## src/rtl/fp_pkg.sv

```systemverilog
// Shared float32 field layout, requester index type and default tag width
// for the fp_add_sched slice.
package fp_pkg;

  localparam int unsigned TAG_W_DEF = 4;

  typedef logic req_idx_t;

  localparam int unsigned SIGN_BIT = 31;
  localparam int unsigned EXP_MSB  = 30;
  localparam int unsigned EXP_LSB  = 23;
  localparam int unsigned FRAC_MSB = 22;
  localparam logic [7:0]  EXP_MAX  = 8'hFF;

  function automatic logic [31:0] flip_sign(input logic [31:0] x, input logic en);
    flip_sign           = x;
    flip_sign[SIGN_BIT] = x[SIGN_BIT] ^ en;
  endfunction

endpackage

```

## src/rtl/fp_adder.sv

```systemverilog
// Combinational IEEE-754 single-precision adder: round-to-nearest-even,
// subnormal inputs/outputs, exact cancellation yields +0.
module fp_adder
  import fp_pkg::*;
(
  input  logic [31:0] a,
  input  logic [31:0] b,
  output logic [31:0] s
);

  logic        a_big;
  logic [31:0] big, sml;
  logic [7:0]  eb_f, es_f;
  logic [9:0]  e_big, e_sml, d, nsh, e, exp_f;
  logic [4:0]  dcap, lz;
  logic [23:0] m_big, m_sml;
  logic [49:0] al;
  logic [26:0] op_big, op_sml, m;
  logic [27:0] sum;
  logic        sub_op, rnd, big_nan, sml_nan, any_special;
  logic [24:0] mant_r;
  logic [22:0] frac_f;

  assign a_big = a[30:0] >= b[30:0];
  assign big   = a_big ? a : b;
  assign sml   = a_big ? b : a;

  always_comb begin
    eb_f   = big[EXP_MSB:EXP_LSB];
    es_f   = sml[EXP_MSB:EXP_LSB];
    e_big  = (eb_f == 8'd0) ? 10'd1 : {2'b00, eb_f};
    e_sml  = (es_f == 8'd0) ? 10'd1 : {2'b00, es_f};
    m_big  = {eb_f != 8'd0, big[FRAC_MSB:0]};
    m_sml  = {es_f != 8'd0, sml[FRAC_MSB:0]};
    d      = e_big - e_sml;
    dcap   = (d > 10'd31) ? 5'd31 : d[4:0];
    // Operands carry guard, round and sticky below the 24-bit significand.
    al     = {m_sml, 26'b0} >> dcap;
    op_sml = {al[49:24], |al[23:0]};
    op_big = {m_big, 3'b000};
    sub_op = big[SIGN_BIT] ^ sml[SIGN_BIT];
    sum    = sub_op ? ({1'b0, op_big} - {1'b0, op_sml})
                    : ({1'b0, op_big} + {1'b0, op_sml});

    lz = 5'd27;
    for (int unsigned i = 0; i < 27; i++) begin
      if (sum[i]) lz = 5'(26 - i);
    end
    // Left shift is capped so the exponent never drops below 1 (subnormal floor).
    nsh = ({5'b0, lz} < (e_big - 10'd1)) ? {5'b0, lz} : (e_big - 10'd1);

    if (sum[27]) begin
      m = {sum[27:2], sum[1] | sum[0]};
      e = e_big + 10'd1;
    end else begin
      m = sum[26:0] << nsh;
      e = e_big - nsh;
    end

    rnd    = m[2] & (m[1] | m[0] | m[3]);
    mant_r = {1'b0, m[26:3]} + {24'b0, rnd};
    exp_f  = mant_r[24] ? (e + 10'd1) : (mant_r[23] ? e : 10'd0);
    frac_f = mant_r[24] ? mant_r[23:1] : mant_r[22:0];

    big_nan     = (eb_f == EXP_MAX) && (big[FRAC_MSB:0] != '0);
    sml_nan     = (es_f == EXP_MAX) && (sml[FRAC_MSB:0] != '0);
    any_special = (eb_f == EXP_MAX) || (es_f == EXP_MAX);

    if (any_special) begin
      if (big_nan || sml_nan || ((es_f == EXP_MAX) && sub_op)) s = 32'h7FC0_0000;
      else                                                      s = {big[SIGN_BIT], EXP_MAX, 23'b0};
    end else if (sum == '0) begin
      s = {big[SIGN_BIT] & sml[SIGN_BIT], 31'b0};
    end else if (exp_f >= 10'd255) begin
      s = {big[SIGN_BIT], EXP_MAX, 23'b0};
    end else begin
      s = {big[SIGN_BIT], exp_f[7:0], frac_f};
    end
  end

endmodule

```

## src/rtl/fp_add_sched.sv

```systemverilog
// Two-requester round-robin scheduler feeding a 2-stage float32 add pipeline.
// Optional macro FP_ADD_SCHED_SUB_EN adds r0_sub/r1_sub ports (result a-b).
module fp_add_sched
  import fp_pkg::*;
#(
  parameter int unsigned TAG_W = TAG_W_DEF
) (
  input  logic             clk,
  input  logic             rst,
  input  logic             r0_valid,
  output logic             r0_ready,
  input  logic [31:0]      r0_a,
  input  logic [31:0]      r0_b,
  input  logic [TAG_W-1:0] r0_tag,
  input  logic             r1_valid,
  output logic             r1_ready,
  input  logic [31:0]      r1_a,
  input  logic [31:0]      r1_b,
  input  logic [TAG_W-1:0] r1_tag,
`ifdef FP_ADD_SCHED_SUB_EN
  input  logic             r0_sub,
  input  logic             r1_sub,
`endif
  output logic             res_valid,
  input  logic             res_ready,
  output logic [31:0]      res_s,
  output logic             res_src,
  output logic [TAG_W-1:0] res_tag
);

  logic             s1_valid, s2_valid;
  logic [31:0]      s1_a, s1_b, s2_s, sum;
  req_idx_t         s1_src, s2_src, prio;
  logic [TAG_W-1:0] s1_tag, s2_tag;
  logic             s2_adv, s1_free, acc0, acc1, r0_neg, r1_neg;

`ifdef FP_ADD_SCHED_SUB_EN
  assign r0_neg = r0_sub;
  assign r1_neg = r1_sub;
`else
  assign r0_neg = 1'b0;
  assign r1_neg = 1'b0;
`endif

  assign s2_adv  = !s2_valid | res_ready;
  assign s1_free = !s1_valid | s2_adv;
  // Readies are held low while rst is high so nothing is granted during reset.
  assign r0_ready = !rst & s1_free & ((prio == 1'b0) | !r1_valid);
  assign r1_ready = !rst & s1_free & ((prio == 1'b1) | !r0_valid);
  assign acc0     = r0_valid & r0_ready;
  assign acc1     = r1_valid & r1_ready;

  fp_adder u_adder (
    .a (s1_a),
    .b (s1_b),
    .s (sum)
  );

  always_ff @(posedge clk) begin
    if (rst) begin
      s1_valid <= 1'b0;
      s2_valid <= 1'b0;
      prio     <= 1'b0;
      s2_s     <= '0;
      s2_src   <= 1'b0;
      s2_tag   <= '0;
    end else begin
      if (s2_adv) begin
        s2_valid <= s1_valid;
        if (s1_valid) begin
          s2_s   <= sum;
          s2_src <= s1_src;
          s2_tag <= s1_tag;
        end
      end
      if (s1_free) s1_valid <= acc0 | acc1;
      if (acc0) begin
        s1_a   <= r0_a;
        s1_b   <= flip_sign(r0_b, r0_neg);
        s1_src <= 1'b0;
        s1_tag <= r0_tag;
        prio   <= 1'b1;
      end else if (acc1) begin
        s1_a   <= r1_a;
        s1_b   <= flip_sign(r1_b, r1_neg);
        s1_src <= 1'b1;
        s1_tag <= r1_tag;
        prio   <= 1'b0;
      end
    end
  end

  assign res_valid = s2_valid;
  assign res_s     = s2_s;
  assign res_src   = s2_src;
  assign res_tag   = s2_tag;

endmodule

```

## config.mk

```make
export PLATFORM = sky130hd
export DESIGN_NAME = fp_add_sched
export DESIGN_NICKNAME = d
export VERILOG_FILES = /design/src/rtl/fp_pkg.sv /design/src/rtl/fp_adder.sv /design/src/rtl/fp_add_sched.sv
export SDC_FILE = /design/constraint.sdc
export NUM_CORES = 1
export LEC_CHECK = 0
export ABC_AREA = 1
export CAP_MARGIN = 20
export CORE_MARGIN = 4
export CORE_UTILIZATION = 63
export DETAILED_ROUTE_END_ITERATION = 12
export PLACE_DENSITY = 0.91
export SYNTH_ARGS = -nofsm -noshare
export SYNTH_HDL_FRONTEND = slang
export SYNTH_HIERARCHICAL = 1
export SYNTH_SLANG_ARGS = --single-unit
```

## constraint.sdc

```tcl
create_clock -name clk -period 21.9 [get_ports clk]
set_clock_uncertainty 0.15 [all_clocks]
set_input_delay 4.38 -clock clk [delete_from_list [all_inputs] [get_ports clk]]
set_output_delay 4.38 -clock clk [all_outputs]
set_load 0.02 [all_outputs]
```

* Yosys cells after proc, flatten, opt, wreduce, memory -nomap -nowiden
Cells that the tools add are included.
Widths: inputs -> output; s select.
** Storage, ports and cells
- Input port bits :: 141
- Flip-flop bits (word level) :: 109
- Logic and storage cells :: 118
- Output and inout bits :: 40
** Operators by class
- Add/sub/neg operators :: 8
- Shifts and indexed selects :: 2
- Eq/ne operators :: 2
- $lt $le $gt $ge :: 4
- Bitwise operators :: 18
- Reductions and logical operators :: 22
- Mux-type cells :: 52
** Operators with widths (number)
- $mux 32 :: 9
- $mux 5 :: 17
- $shr 50x5->50 :: 1
- $reduce_bool 23->1 :: 2
- $mux 10 :: 4
- $mux 4 :: 10
- $ge 31x31->1 :: 1
- $mux 31 :: 1
- $add 27x27->28 :: 1
- $logic_not 28->1 :: 1
- $mux 28 :: 1
- $sub 27x27->28 :: 1
- $mux 27 :: 1
- $shl 27x10->27 :: 1
- $add 24x1->25 :: 1
- $reduce_or 24->1 :: 1
- $mux 23 :: 1
- $add 10x1->10 const B :: 2
- $sub 10x10->10 :: 2
- $eq 8x8->1 const B :: 2
- $logic_not 8->1 :: 2
- $mux 8 :: 2
- $reduce_bool 8->1 :: 2
- $ge 10x8->1 const B :: 1
- 14 further kinds :: 41

* Depth between registers and ports, before layout
- Depth after elaboration :: 52
- Gate-level depth with buffers :: 107
- Mapped depth without buffers :: 103

* Cells and area by module
Netlist, hierarchy kept.
** By module, submodules not included
- fp_adder :: area each 10729.0 um2, instances 1, seq. area each 0.0 um2, cells an instance 2147
- fp_add_sched :: area each 4753.3 um2, instances 1, seq. area each 2872.8 um2, cells an instance 471

* Worst setup path after synthesis
OpenSTA, ideal clock, no wires.
- Path type :: reg-to-reg
- Start point :: register s1_a[28]
- End point :: register s2_s[2] (netlist: res_s[2])
- Clock period less this slack :: 12.941 ns
- Setup time :: 0.065 ns
- Slack :: 8.959 ns
- Path buffers :: 7
- Stages on the path, launching flop included :: 93
- Required time :: 21.685 ns
- Data arrival time :: 12.726 ns
- Cells stage by stage :: edfxtp_1 > ha_1 > nand2_1 > nor2_2 > nand4_1 > nor2_1 > nand2_2 > nand2_4 > buf_4 > clkbuf_1 > clkbuf_1 > nand2_1 > o21ai_0 > nor2_1 > nand4_1 > nand2_1 > inv_1 > ha_1 > [57 not listed] > o31ai_1 > a21oi_1 > nor2_1 > nor2_1 > nor2_1 > nor2_1 > o21ai_0 > xor2_1 > inv_1 > nand4_1 > xor2_1 > nand2_1 > nor3b_4 > buf_4 > nand3_1 > nor2_1 > o21ai_0 > nor2_1
** On the way
- Word-level cells in the longest chain between the ends :: 52
- Elaborated cells between the ends (all ways) :: 70
- Classes of those cells :: 8 x add/sub; 4 x order compare; 2 x eq/ne; 2 x shift; 42 x mux; 5 x bitwise; 7 x reduce/logical
** RTL lines
- from (decl) :: line fp_add_sched.sv:32 : logic [31:0] s1_a, s1_b, s2_s, sum;
- from (signal assigned) :: line fp_add_sched.sv:78 : s1_a <= r0_a;
- from (signal assigned) :: line fp_add_sched.sv:84 : s1_a <= r1_a;
- $ge 31x31->1 :: line fp_adder.sv:24 : assign a_big = a[30:0] >= b[30:0];
- $mux 32 (on tied branches) :: line fp_adder.sv:25, fp_adder.sv:26
- $logic_not 8->1 (on tied branches) :: line fp_adder.sv:31, fp_adder.sv:32
- $mux 8 (on tied branches) :: line fp_adder.sv:31, fp_adder.sv:32
- $sub 10x10->10 :: line fp_adder.sv:35 : d = e_big - e_sml;
- $gt 10x5->1 :: line fp_adder.sv:36 : dcap = (d > 10'd31) ? 5'd31 : d[4:0];
- $mux 5 :: line fp_adder.sv:36
- $shr 50x5->50 :: line fp_adder.sv:38 : al = {m_sml, 26'b0} >> dcap;
- [36 not listed]
- $and 1x1->1 :: line fp_adder.sv:60 : rnd = m[2] & (m[1] | m[0] | m[3]);
- $add 24x1->25 :: line fp_adder.sv:61 : mant_r = {1'b0, m[26:3]} + {24'b0, rnd};
- $mux 10 (2 in series) :: line fp_adder.sv:62 : exp_f = mant_r[24] ? (e + 10'd1) : (mant_r[23] ? e : 10'd0);
- $ge 10x8->1 :: line fp_adder.sv:74 : end else if (exp_f >= 10'd255) begin
- $mux 31 :: line fp_adder.sv:74
- $mux 32 :: line fp_adder.sv:72 : end else if (sum == '0) begin
- $mux 32 * :: line fp_adder.sv:69 : if (any_special) begin
- named net sum[2] :: line fp_add_sched.sv:32
- to (signal assigned) :: line fp_add_sched.sv:71 : s2_s <= sum;
- to (decl) :: line fp_add_sched.sv:32
The timed path passes the listed nets; every way through them passes the cells marked *.
A chain may end at the register's enable or synchronous reset.

* Worst setup path in the final report
- Start point :: register s1_a[10]
- End point :: register s2_s[13] (netlist: res_s[13])
Same word-level chain as after synthesis.

==> results.yml <==
status:
  outcome: "completed"
setup_path:
  slowest_delay_ns: 0.73
  cp_common_cell: "nand2_1"
  crit_arrival_ns: 17.55
  slowest_stage: "o21ai_0"
  endpoint_kind: "flip-flop"
  critPathRequiredTime_ns: 22.02
  cp-start-kind: "flip-flop"
  path_max_fanout: 116
  crit_type: "flip-flop to flip-flop"
sta:
  slew_headroom_pct: 29.8
  rsz0062_at_grt: "false"
  fmax_mhz: 57.4
  holdWs_ns: 0.337
  worstMarginPinSlew_ns: 1.05
  finalHoldViolCount: 0
  final.setup.tns_ns: 0
  min_period_over_period_pct: 79.6
  maxSlewViolCount: 0
  setup_viol: 0
  min_period_ns: 17.44
  setup_ws_ns: 4.46
logic_synthesis:
  synthFlopType: "edfxtp_1"
  syn_nets: 2862
  ys_warn_count: 6
  synth_area_per_cell_um2: 5.91
  syn_inst: 2618
  synth_area_leaders: "nand2_1 18%, edfxtp_1 13%, nand3_1 12%"
  synth.largest_area_cell: "nand2_1"
  async_flop_share_pct: 0
  synth-edff-count: 69
  netlist_area_mm2: 0.0155
  synth_top_area_share_pct: 18.1
  ys_seq_elements: 109
  seq_area_frac_synth_pct: 18.6
  ys_types: 66
global_routing:
  grt_pass1_vias: 16300
  antenna_found_initial: 0
  grt_pass1_wl_um: 79200
  track_usage_pct: 35.5
  grt_start_max_net_pins: 117
  grt.overflow.total: 0
floorplanning:
  row_count: 57
  die-area_mm2: 0.0271
  fp.coreArea_mm2: 0.0242
  io_pins: 181
  die_x_um: 165
  initial_core_util_pct: 63.8
  dieHeight_um: 165
power_and_ir_drop:
  worst_ir_drop_vdd_uv: 56.8
  switchingPower_mw: 0.941
  p_per_area_mw_per_mm2: 94.6
  total_power_mw: 1.66
  swShare_pct: 56.7
  p_int_mw: 0.719
  seq_power_share_pct: 14.9
  p_leak_nw: 8.66
  p_clk_share_pct: 10.5
  share_comb_of_total_power_pct: 74.6
cts:
  cts_sinks: 109
  numCtsBuffers: 9
  clk_pin_slew_ns: 0.09
  post-cts-setup-buffers: 0
  cts_tree: "built"
  cts_root_buf: "clkbuf_16"
  clk_latency_ns: 0.37
  post_cts_resized: 0
  h-tree-depth: 3
  holdBufCountCts: 0
  cts_buffer_depth: 2
cells_and_area:
  antenna_cells: 0
  areaGrowthSynthToFinish_pct: 13.3
  finish.utilization_pct: 72.4
  final_cell_mix: "747 x nand2_1, 369 x nand3_1, 319 x inv_1"
  final_common_cell: "nand2_1"
  drive_gt1_share_pct: 6.46
  fin_nets: 2965
routing:
  ant_nets: 0
  vias: 18300
  wl_um: 50600
  dr.pass1.iters: 11
  wl_per_cell_um: 16.6
  drt_iter0_drc: 2467
  remaining_drc_errors: 0
  post_drt_via_cell_ratio: 5.99
min_path:
  hold_class: "flip-flop to flip-flop"
place:
  hpwl_um: 39500
  place_ws_ns: 4.73
  gp_congestion: 0.987
  io_buffers: 180
flow_run:
  cap_viol_max_count: 0
## power groups by stage
stage	clock, mW	combinational, mW	sequential, mW
after floorplan	0	0.905	0.258
after global routing	0.182	1.37	0.249
after detailed placement	0	1.19	0.252
final	0.174	1.24	0.248
after CTS	0.174	1.20	0.247
after global placement	0	1.17	0.251
## state kept, by name, indices dropped and copies added, names as in the netlist
register,cells
s1_b,32
res_valid,1
s1_valid,1
res_s,32
s1_src,1
s1_a,32
prio,1
res_tag,4
s1_tag,4
res_src,1
## kinds of logic (layout without fill, tap and decap cells)
| group | count (synthesis) | after routing | synth area share [%] |
|---|---|---|---|
| DFF | 109 | 109 | 18.6 |
| buffers and inverters | 461 | 569 | 12.9 |
| and+or+nand+nor | 1521 | 1521 | 42.6 |
| muxes | 1 | 1 | 0.0647 |
| AOI/OAI and AO/OA | 375 | 375 | 14.7 |
| adders and majority gates | 103 | 103 | 8.47 |
| xor gates and xnor gates | 48 | 48 | 2.76 |
## stage by stage
stage / instance area, um2 / cells
after floorplan: 15500 / 2618
after CTS: 17500 / 3046
after global routing: 17500 / 3050
after global placement: 17200 / 3030
final: 17500 / 3050
after detailed placement: 17200 / 3030
## final timing paths
| check | start | endpoint | slack (ns) | depth (start not counted) |
|---|---|---|---|---|
| setup / recovery | s1_a[10] | res_s[13] | 4.46 | 90 |
| hold / removal | res_s[14] | res_s[14] | 0.34 | 2 |
| setup reg to reg | s1_a[10] | res_s[13] | 4.46 | 90 |
| hold reg to reg | res_s[14] | res_s[14] | 0.34 | 2 |
## per-layer routing
metal,GRT usage [%],wire length (um),vias to the layer above
met4,12.7,1800,0
met1,47.6,20800,8185
met5,0,0,-
met3,6.99,5500,155
met2,57.2,22500,1155
li1,-,-,8761
## critical path, delay by kind of cell, from the launching register on
| family | cells | cell delay (ns) |
|---|---|---|
| AND/OR/NAND/NOR | 45 | 8.14 |
| AO/OA/AOI/OAI | 26 | 4.36 |
| buffers and inverters | 12 | 2.10 |
| adder cells (fa/ha/maj) | 6 | 1.76 |
| flip-flops | 1 | 0.46 |
| XOR/XNOR | 1 | 0.27 |
## final cells by class
class,instances,area (um2)
Clock inverter,7,86.3
Inverter,349,1310
Multi-Input combinational cell,2048,10600
Tap cell,324,405
Fill cell,2068,6700
Clock buffer,9,225
Timing Repair Buffer,204,2030
Sequential cell,109,2870
## cell usage after synthesis (6+ instances only)
cell type,number
buf_2,44
nand3b_1,7
nor2_1,258
o21bai_1,9
inv_2,23
nor3_1,23
buf_6,18
o21ai_2,67
nor4_1,10
xor2_1,39
dfxtp_1,40
nand2_2,15
a21oi_1,82
ha_1,100
nand2_1,747
o21ai_1,36
nand4_1,59
clkbuf_1,28
nand3_1,369
edfxtp_1,69
inv_1,320
o21ai_0,147
buf_4,15
xnor2_1,8
o31ai_1,6
Power figures use the tool's default switching activity.
